===== src/rtl/seq_frame_det_if.sv =====
// seq_frame_det_if: serial bit stream, sync-pattern control and
// detection/frame result bundle for the serial-receive path.
interface seq_frame_det_if #(
    parameter int PAT_W     = 8,
    parameter int NUM_BYTES = 4,
    parameter int CNT_W     = 8
);
    logic                   bit_vld;
    logic                   bit_in;
    logic [PAT_W-1:0]       pattern;
    logic [PAT_W-1:0]       pat_mask;
    logic                   overlap;
    logic                   frame_en;
    logic                   det_pulse;
    logic [CNT_W-1:0]       det_cnt;
    logic                   busy;
    logic                   frame_vld;
    logic [8*NUM_BYTES-1:0] frame_data;
    logic                   check_ok;

    modport master (
        output bit_vld, bit_in, pattern, pat_mask, overlap, frame_en,
        input  det_pulse, det_cnt, busy, frame_vld, frame_data, check_ok
    );

    modport slave (
        input  bit_vld, bit_in, pattern, pat_mask, overlap, frame_en,
        output det_pulse, det_cnt, busy, frame_vld, frame_data, check_ok
    );
endinterface


===== src/rtl/seq_frame_det.sv =====
// seq_frame_det: maskable sync-pattern hunter with optional fixed-length
// payload capture and XOR checksum check on a single-bit stream.
module seq_frame_det #(
    parameter int PAT_W     = 8,
    parameter int NUM_BYTES = 4,
    parameter int CNT_W     = 8
) (
    input  logic          clk,
    input  logic          rst,
    seq_frame_det_if.slave bus
);
    localparam int TOT = 8 * NUM_BYTES;
    localparam int FW  = $clog2(PAT_W + 1);
    localparam int BW  = $clog2(TOT);

    typedef enum logic [1:0] {
        HUNT    = 2'd0,
        PAYLOAD = 2'd1,
        DONE    = 2'd2
    } state_t;

    state_t           state_q, state_n;
    logic [PAT_W-1:0] sr_q, sr_n, sr_shift;
    logic [FW-1:0]    fill_q, fill_n, fill_inc;
    logic [BW-1:0]    bcnt_q, bcnt_n;
    logic [TOT-1:0]   pay_q, pay_n;
    logic [TOT-1:0]   fdata_q, fdata_n, fdata_c;
    logic             pulse_q, pulse_n;
    logic [CNT_W-1:0] cnt_q, cnt_n;
    logic             fvld_q, fvld_n;
    logic             ok_q, ok_n, ok_c;
    logic             busy_q;
    logic             match;
    logic [7:0]       acc;

    // Next-state and next-output logic; payload bits never reach the hunter.
    always_comb begin
        state_n  = state_q;
        sr_n     = sr_q;
        fill_n   = fill_q;
        bcnt_n   = bcnt_q;
        pay_n    = pay_q;
        fdata_n  = fdata_q;
        ok_n     = ok_q;
        cnt_n    = cnt_q;
        pulse_n  = 1'b0;
        fvld_n   = 1'b0;
        fdata_c  = '0;
        acc      = '0;
        ok_c     = 1'b0;
        sr_shift = {sr_q[PAT_W-2:0], bus.bit_in};
        fill_inc = (fill_q == FW'(PAT_W)) ? fill_q : fill_q + 1'b1;
        match    = bus.bit_vld && (state_q == HUNT)
                && (fill_inc >= FW'(PAT_W))
                && (((sr_shift ^ bus.pattern) & bus.pat_mask) == '0);

        unique case (state_q)
            HUNT: begin
                if (bus.bit_vld) begin
                    sr_n   = sr_shift;
                    fill_n = fill_inc;
                end
                if (match) begin
                    pulse_n = 1'b1;
                    cnt_n   = (&cnt_q) ? cnt_q : cnt_q + 1'b1;
                    if (bus.frame_en) begin
                        state_n = PAYLOAD;
                        bcnt_n  = '0;
                        sr_n    = '0;
                        fill_n  = '0;
                    end else if (!bus.overlap) begin
                        sr_n   = '0;
                        fill_n = '0;
                    end
                end
            end
            PAYLOAD: begin
                if (bus.bit_vld) begin
                    pay_n = {pay_q[TOT-2:0], bus.bit_in};
                    if (bcnt_q == BW'(TOT - 1)) begin
                        for (int k = 0; k < NUM_BYTES; k++) begin
                            fdata_c[8*k +: 8] = pay_n[8*(NUM_BYTES-1-k) +: 8];
                        end
                        for (int k = 0; k < NUM_BYTES - 1; k++) begin
                            acc = acc ^ fdata_c[8*k +: 8];
                        end
                        ok_c    = (acc == fdata_c[8*(NUM_BYTES-1) +: 8]);
                        state_n = DONE;
                        bcnt_n  = '0;
                        fvld_n  = 1'b1;
                        fdata_n = fdata_c;
                        ok_n    = ok_c;
                    end else begin
                        bcnt_n = bcnt_q + 1'b1;
                    end
                end
            end
            DONE: begin
                state_n = HUNT;
            end
            default: begin
                state_n = HUNT;
            end
        endcase
    end

    // State and output registers with synchronous reset.
    always_ff @(posedge clk) begin
        if (rst) begin
            state_q <= HUNT;
            sr_q    <= '0;
            fill_q  <= '0;
            bcnt_q  <= '0;
            pay_q   <= '0;
            fdata_q <= '0;
            ok_q    <= 1'b0;
            cnt_q   <= '0;
            pulse_q <= 1'b0;
            fvld_q  <= 1'b0;
            busy_q  <= 1'b0;
        end else begin
            state_q <= state_n;
            sr_q    <= sr_n;
            fill_q  <= fill_n;
            bcnt_q  <= bcnt_n;
            pay_q   <= pay_n;
            fdata_q <= fdata_n;
            ok_q    <= ok_n;
            cnt_q   <= cnt_n;
            pulse_q <= pulse_n;
            fvld_q  <= fvld_n;
            busy_q  <= (state_n != HUNT);
        end
    end

    assign bus.det_pulse  = pulse_q;
    assign bus.det_cnt    = cnt_q;
    assign bus.busy       = busy_q;
    assign bus.frame_vld  = fvld_q;
    assign bus.frame_data = fdata_q;
    assign bus.check_ok   = ok_q;
endmodule


===== src/flat_wrapper.sv =====
// flat-port wrapper written by rule: the top's interface ports become plain ports
module seq_frame_det_flat 
#(
    parameter int PAT_W     = 8,
    parameter int NUM_BYTES = 4,
    parameter int CNT_W     = 8
)
  (clk, rst, bus_bit_vld, bus_bit_in, bus_pattern, bus_pat_mask, bus_overlap, bus_frame_en, bus_det_pulse, bus_det_cnt, bus_busy, bus_frame_vld, bus_frame_data, bus_check_ok);
  seq_frame_det_if #(.PAT_W(PAT_W), .NUM_BYTES(NUM_BYTES), .CNT_W(CNT_W)) bus_i ();
  input  logic clk;
  input  logic rst;
  input wire logic [$bits(bus_i.bit_vld)-1:0] bus_bit_vld;
  input wire logic [$bits(bus_i.bit_in)-1:0] bus_bit_in;
  input wire logic [$bits(bus_i.pattern)-1:0] bus_pattern;
  input wire logic [$bits(bus_i.pat_mask)-1:0] bus_pat_mask;
  input wire logic [$bits(bus_i.overlap)-1:0] bus_overlap;
  input wire logic [$bits(bus_i.frame_en)-1:0] bus_frame_en;
  output wire logic [$bits(bus_i.det_pulse)-1:0] bus_det_pulse;
  output wire logic [$bits(bus_i.det_cnt)-1:0] bus_det_cnt;
  output wire logic [$bits(bus_i.busy)-1:0] bus_busy;
  output wire logic [$bits(bus_i.frame_vld)-1:0] bus_frame_vld;
  output wire logic [$bits(bus_i.frame_data)-1:0] bus_frame_data;
  output wire logic [$bits(bus_i.check_ok)-1:0] bus_check_ok;
  assign bus_i.bit_vld = bus_bit_vld;
  assign bus_i.bit_in = bus_bit_in;
  assign bus_i.pattern = bus_pattern;
  assign bus_i.pat_mask = bus_pat_mask;
  assign bus_i.overlap = bus_overlap;
  assign bus_i.frame_en = bus_frame_en;
  assign bus_det_pulse = bus_i.det_pulse;
  assign bus_det_cnt = bus_i.det_cnt;
  assign bus_busy = bus_i.busy;
  assign bus_frame_vld = bus_i.frame_vld;
  assign bus_frame_data = bus_i.frame_data;
  assign bus_check_ok = bus_i.check_ok;
  seq_frame_det #(.PAT_W(PAT_W), .NUM_BYTES(NUM_BYTES), .CNT_W(CNT_W)) u_core (.clk(clk), .rst(rst), .bus(bus_i));
endmodule

===== config.mk =====
export PLATFORM = sky130hd
export DESIGN_NAME = seq_frame_det_flat
export DESIGN_NICKNAME = d
export VERILOG_FILES = /design/src/rtl/seq_frame_det_if.sv /design/src/rtl/seq_frame_det.sv /design/src/flat_wrapper.sv
export SDC_FILE = /design/constraint.sdc
export NUM_CORES = 1
export LEC_CHECK = 0
export ABC_AREA = 1
export BUFFER_PORTS_ARGS = -buffer_cell sky130_fd_sc_hd__buf_2
export CAP_MARGIN = 40
export CORE_ASPECT_RATIO = 0.7
export CORE_UTILIZATION = 56
export DETAILED_ROUTE_END_ITERATION = 6
export PLACE_DENSITY = 0.89
export SYNTH_ARGS = -nofsm -noshare
export SYNTH_HDL_FRONTEND = slang
export SYNTH_SLANG_ARGS = --single-unit

===== constraint.sdc =====
create_clock -name clk -period 2.28 [get_ports clk]
set_input_delay 0.57 -clock clk [delete_from_list [all_inputs] [get_ports clk]]
set_output_delay 0.57 -clock clk [all_outputs]
set_load 0.01 [all_outputs]

==> results by group <==
Outcome
  – Status: finished, final reports clean

Global route
  – Total gr overflow: 0
  – Initial antenna violation count: 0
  – Pin count of the biggest net entering global routing: 43
  – Vias in the first global route: 3348
  – First-pass GRT wire length: 15600 µm
  – GRT Util Overall: 25.5%

Clock tree
  – Hold_buf cts: 0
  – CTS tree: built
  – Clock Path Buffers: 2
  – TritonCTS buffer count: 9
  – Clock slew seen by the registers of the worst setup and hold paths: roughly 100 ps
  – Worst-Skew Late Latency: 370 ps
  – Resized Gates After CTS: 0
  – Clock sinks: 93
  – Setup bufs post-CTS: 0
  – H-Tree Depth: 3
  – CTS root buffer: clkbuf_8

Floorplan
  – Cell row count: 26
  – Die area: 7930 µm²
  – Chip width: 106 µm
  – Starting Density: 58.0%
  – IO Pins: 66
  – Die Ht: 74.8 µm
  – Area of the core: 7320 µm²

Route
  – 1st-iter DRT viols: 244
  – Post-Route WL: 9870 µm
  – DR WL/cell: 13.4 µm
  – Drc violations: 0
  – Final antenna-violating net count: 0
  – Pre-antenna DRT Iters: 6
  – Vias: roughly 3900
  – Via density: 5.29

Setup path
  – Worst R2R Path Depth: 11
  – Worst EP required: 2590 ps
  – Critical path endpoint: u_core.bus.frame_data[22]
  – CP Data Arrival Time: about 2300 ps
  – CP endpoint kind: flip-flop
  – Worst Path Class, Setup: flip-flop to flip-flop
  – CP max stage cell: dfxtp_1
  – FF-to-FF End: u_core.bus.frame_data[22]
  – Worst setup SP type: flip-flop
  – CP startpoint: u_core.bcnt_q[0]
  – Crit-path max FO: 36
  – CP max stage delay: slightly below 400 ps
  – Worst-path cell chain: ha_1, nand2_1, nor2_1, ha_1, nand2_1, inv_1, nand2_2, clkinv_1, buf_4, o21ai_0, a21oi_1
  – FF-to-FF setup slack: 330 ps
  – FF-to-FF Start: u_core.bcnt_q[0]

Logic synthesis
  – Yosys reg bits: 93
  – Post-synthesis compound-gate area fraction: 19.6%
  – Main combinational cell family by area after synthesis: simple AND/OR/NAND/NOR gates
  – Multiplexer share of the synthesized area: 0%
  – Post-synthesis cell area: 4240 µm²
  – Syn avg cell area: about 7.4 µm²
  – Syn_nets: between 600 and 700
  – Simple-gate share of the synthesized area: 23.2%
  – Yosys warns: 0
  – Yosys cell types: 33
  – Post-synthesis sequential area ratio: around 44%
  – Xor and xnor area share after synthesis: 2.48%
  – Synth Instances: 576
  – Adder-cell area share of the yosys netlist: 1.47%

Finish
  – # diodes: 0
  – Filler cell count: 601
  – Footprint of the multi-input gates: slightly below 2000 µm²
  – Register area: 1860 µm²
  – Commonest cells after routing, fill and taps aside: 120 x nand2_1, 93 x dfxtp_1, 80 x o21ai_0, 76 x a21oi_1, 65 x buf_2
  – Final Net Count: 660
  – Commonest non-fill, non-tap cell in the layout: nand2_1
  – Layout cells sized above 1: 18.3%
  – P&R area growth vs syn: 13.6%
  – Finished Layout Cells: 736

Hold path
  – Hold WC Path Type: flip-flop to flip-flop

Power and ir drop
  – LEAKAGE: 2.15 nW
  – Worst IR Drop VDD: 0.354 mV
  – Total power: 0.00296 W
  – Pwr dens: 614 nW/µm²

STA
  – Setup WS post-layout: between 300 and 400 ps
  – RSZ-0062 raised after global routing: false
  – Hold_ws: 498 ps
  – Setup TNS: 0 ps
  – Slew Viols, Final: 0
  – Worst rel slew slack: 51.8%
  – Post-layout min period: 1950 ps
  – Max Fclk: roughly 510 MHz
  – Period utilization: 85.6%
  – Setup Skew: 10.0 ps
  – Fin. Hold Viols: 0
  – Worst-Margin Slew: roughly 710 ps
  – # setup viols final: 0

Flow run
  – Max-Cap Viols: 0

Placement
  – PortBufs: 65
  – Placed cells: 720
  – HPWL after DPL: between 6000 and 7000 µm
  – Dpl ws: 209 ps
  – Final RePlAce weighted congestion: 0.839
[layer usage]
metal  track usage, %  up-vias  part of all wire, %
met1             35.0     1763                   47
met3             5.89       18                  7.5
met2             39.9      145                   44
li1                 -     1970                    -
met5                0        -                    0
met4             9.72        0                  1.9
[synthesized netlist by cell type (all sizes together)]
library cell	n	area share (%)
nand2	124	11
dfxtp	93	44
o21ai	80	9.4
a21oi	76	9.0
inv	68	6.1
nor2	53	7.3
nand3	24	3.2
clkbuf	19	1.7
xor2	9	1.9
buf	7	1.5
nand4	6	0.88
ha	5	1.5
xnor2	3	0.62
a31o	1	0.21
a31oi	1	0.15
clkinv	1	0.088
nor3	1	0.12
nor3b	1	0.18
o211ai	1	0.18
o21bai	1	0.44
o311ai	1	0.21
or2	1	0.15
[per-stage QoR]
stage                     cell area [µm²]  util, %
after floorplan                      4240        -
after global routing                 4820     65.8
after global placement               4610     63.0
after detailed placement             4610     63.0
final                                4820     65.8
after CTS                            4820     65.8
[where the power goes]
group	leakage, nW	switching [W]	internal, W
Combinational	1.31	0.000104	0.0000565
Clock	0.0984	0.000627	0.000524
Sequential	0.750	0.0000138	0.00163
[how the worst min path moves through the flow]
stage	from	slack, ps	end	cells past startpoint
after global placement	u_core.bus.check_ok	470	u_core.bus.check_ok	2
after global routing	u_core.bus.check_ok	540	u_core.bus.check_ok	2
final	u_core.bus.frame_data[28]	500	u_core.bus.frame_data[28]	2
after floorplan	u_core.pay_q[30]	450	u_core.bus.frame_data[7]	2
after CTS	u_core.bus.frame_data[30]	500	u_core.bus.frame_data[30]	2
after detailed placement	u_core.bus.frame_data[30]	480	u_core.bus.frame_data[30]	2
[registers in the layout, summed over array words and instances, names as in the netlist]
signal and count:
u_core.bus.busy 1, u_core.state_q 2, u_core.bus.check_ok 1, u_core.bcnt_q 5, u_core.fill_q 4, u_core.bus.det_cnt 8, u_core.bus.frame_data 32, u_core.bus.det_pulse 1
u_core.pay_q 31, u_core.sr_q 7, u_core.bus.frame_vld 1
[layout make-up]
type | instances | area share [%]
sequential | 93 | 38.6
clock buffer | 9 | 2.57
tap | 98 | 2.54
inverter | 69 | 5.48
multi-input combinational | 388 | 41.2
timing repair buffer | 72 | 7.84
clock inverter | 7 | 1.71
[critical path: cells and delay by family (launching register included)]
kind | cells | cell delay, ps
fa+ha+maj | 2 | 370
buf+inv | 3 | 470
compound gates | 2 | 280
simple gates | 4 | 380
flops | 1 | 390
[kinds of logic after synthesis]
| kind of cell | Yosys count |
|---|---|
| buf+inv | 95 |
| fa+ha+maj | 5 |
| simple gates | 210 |
| xor+xnor | 12 |
| compound gates | 161 |
| flops | 93 |
Power figures use the tool's default switching activity.
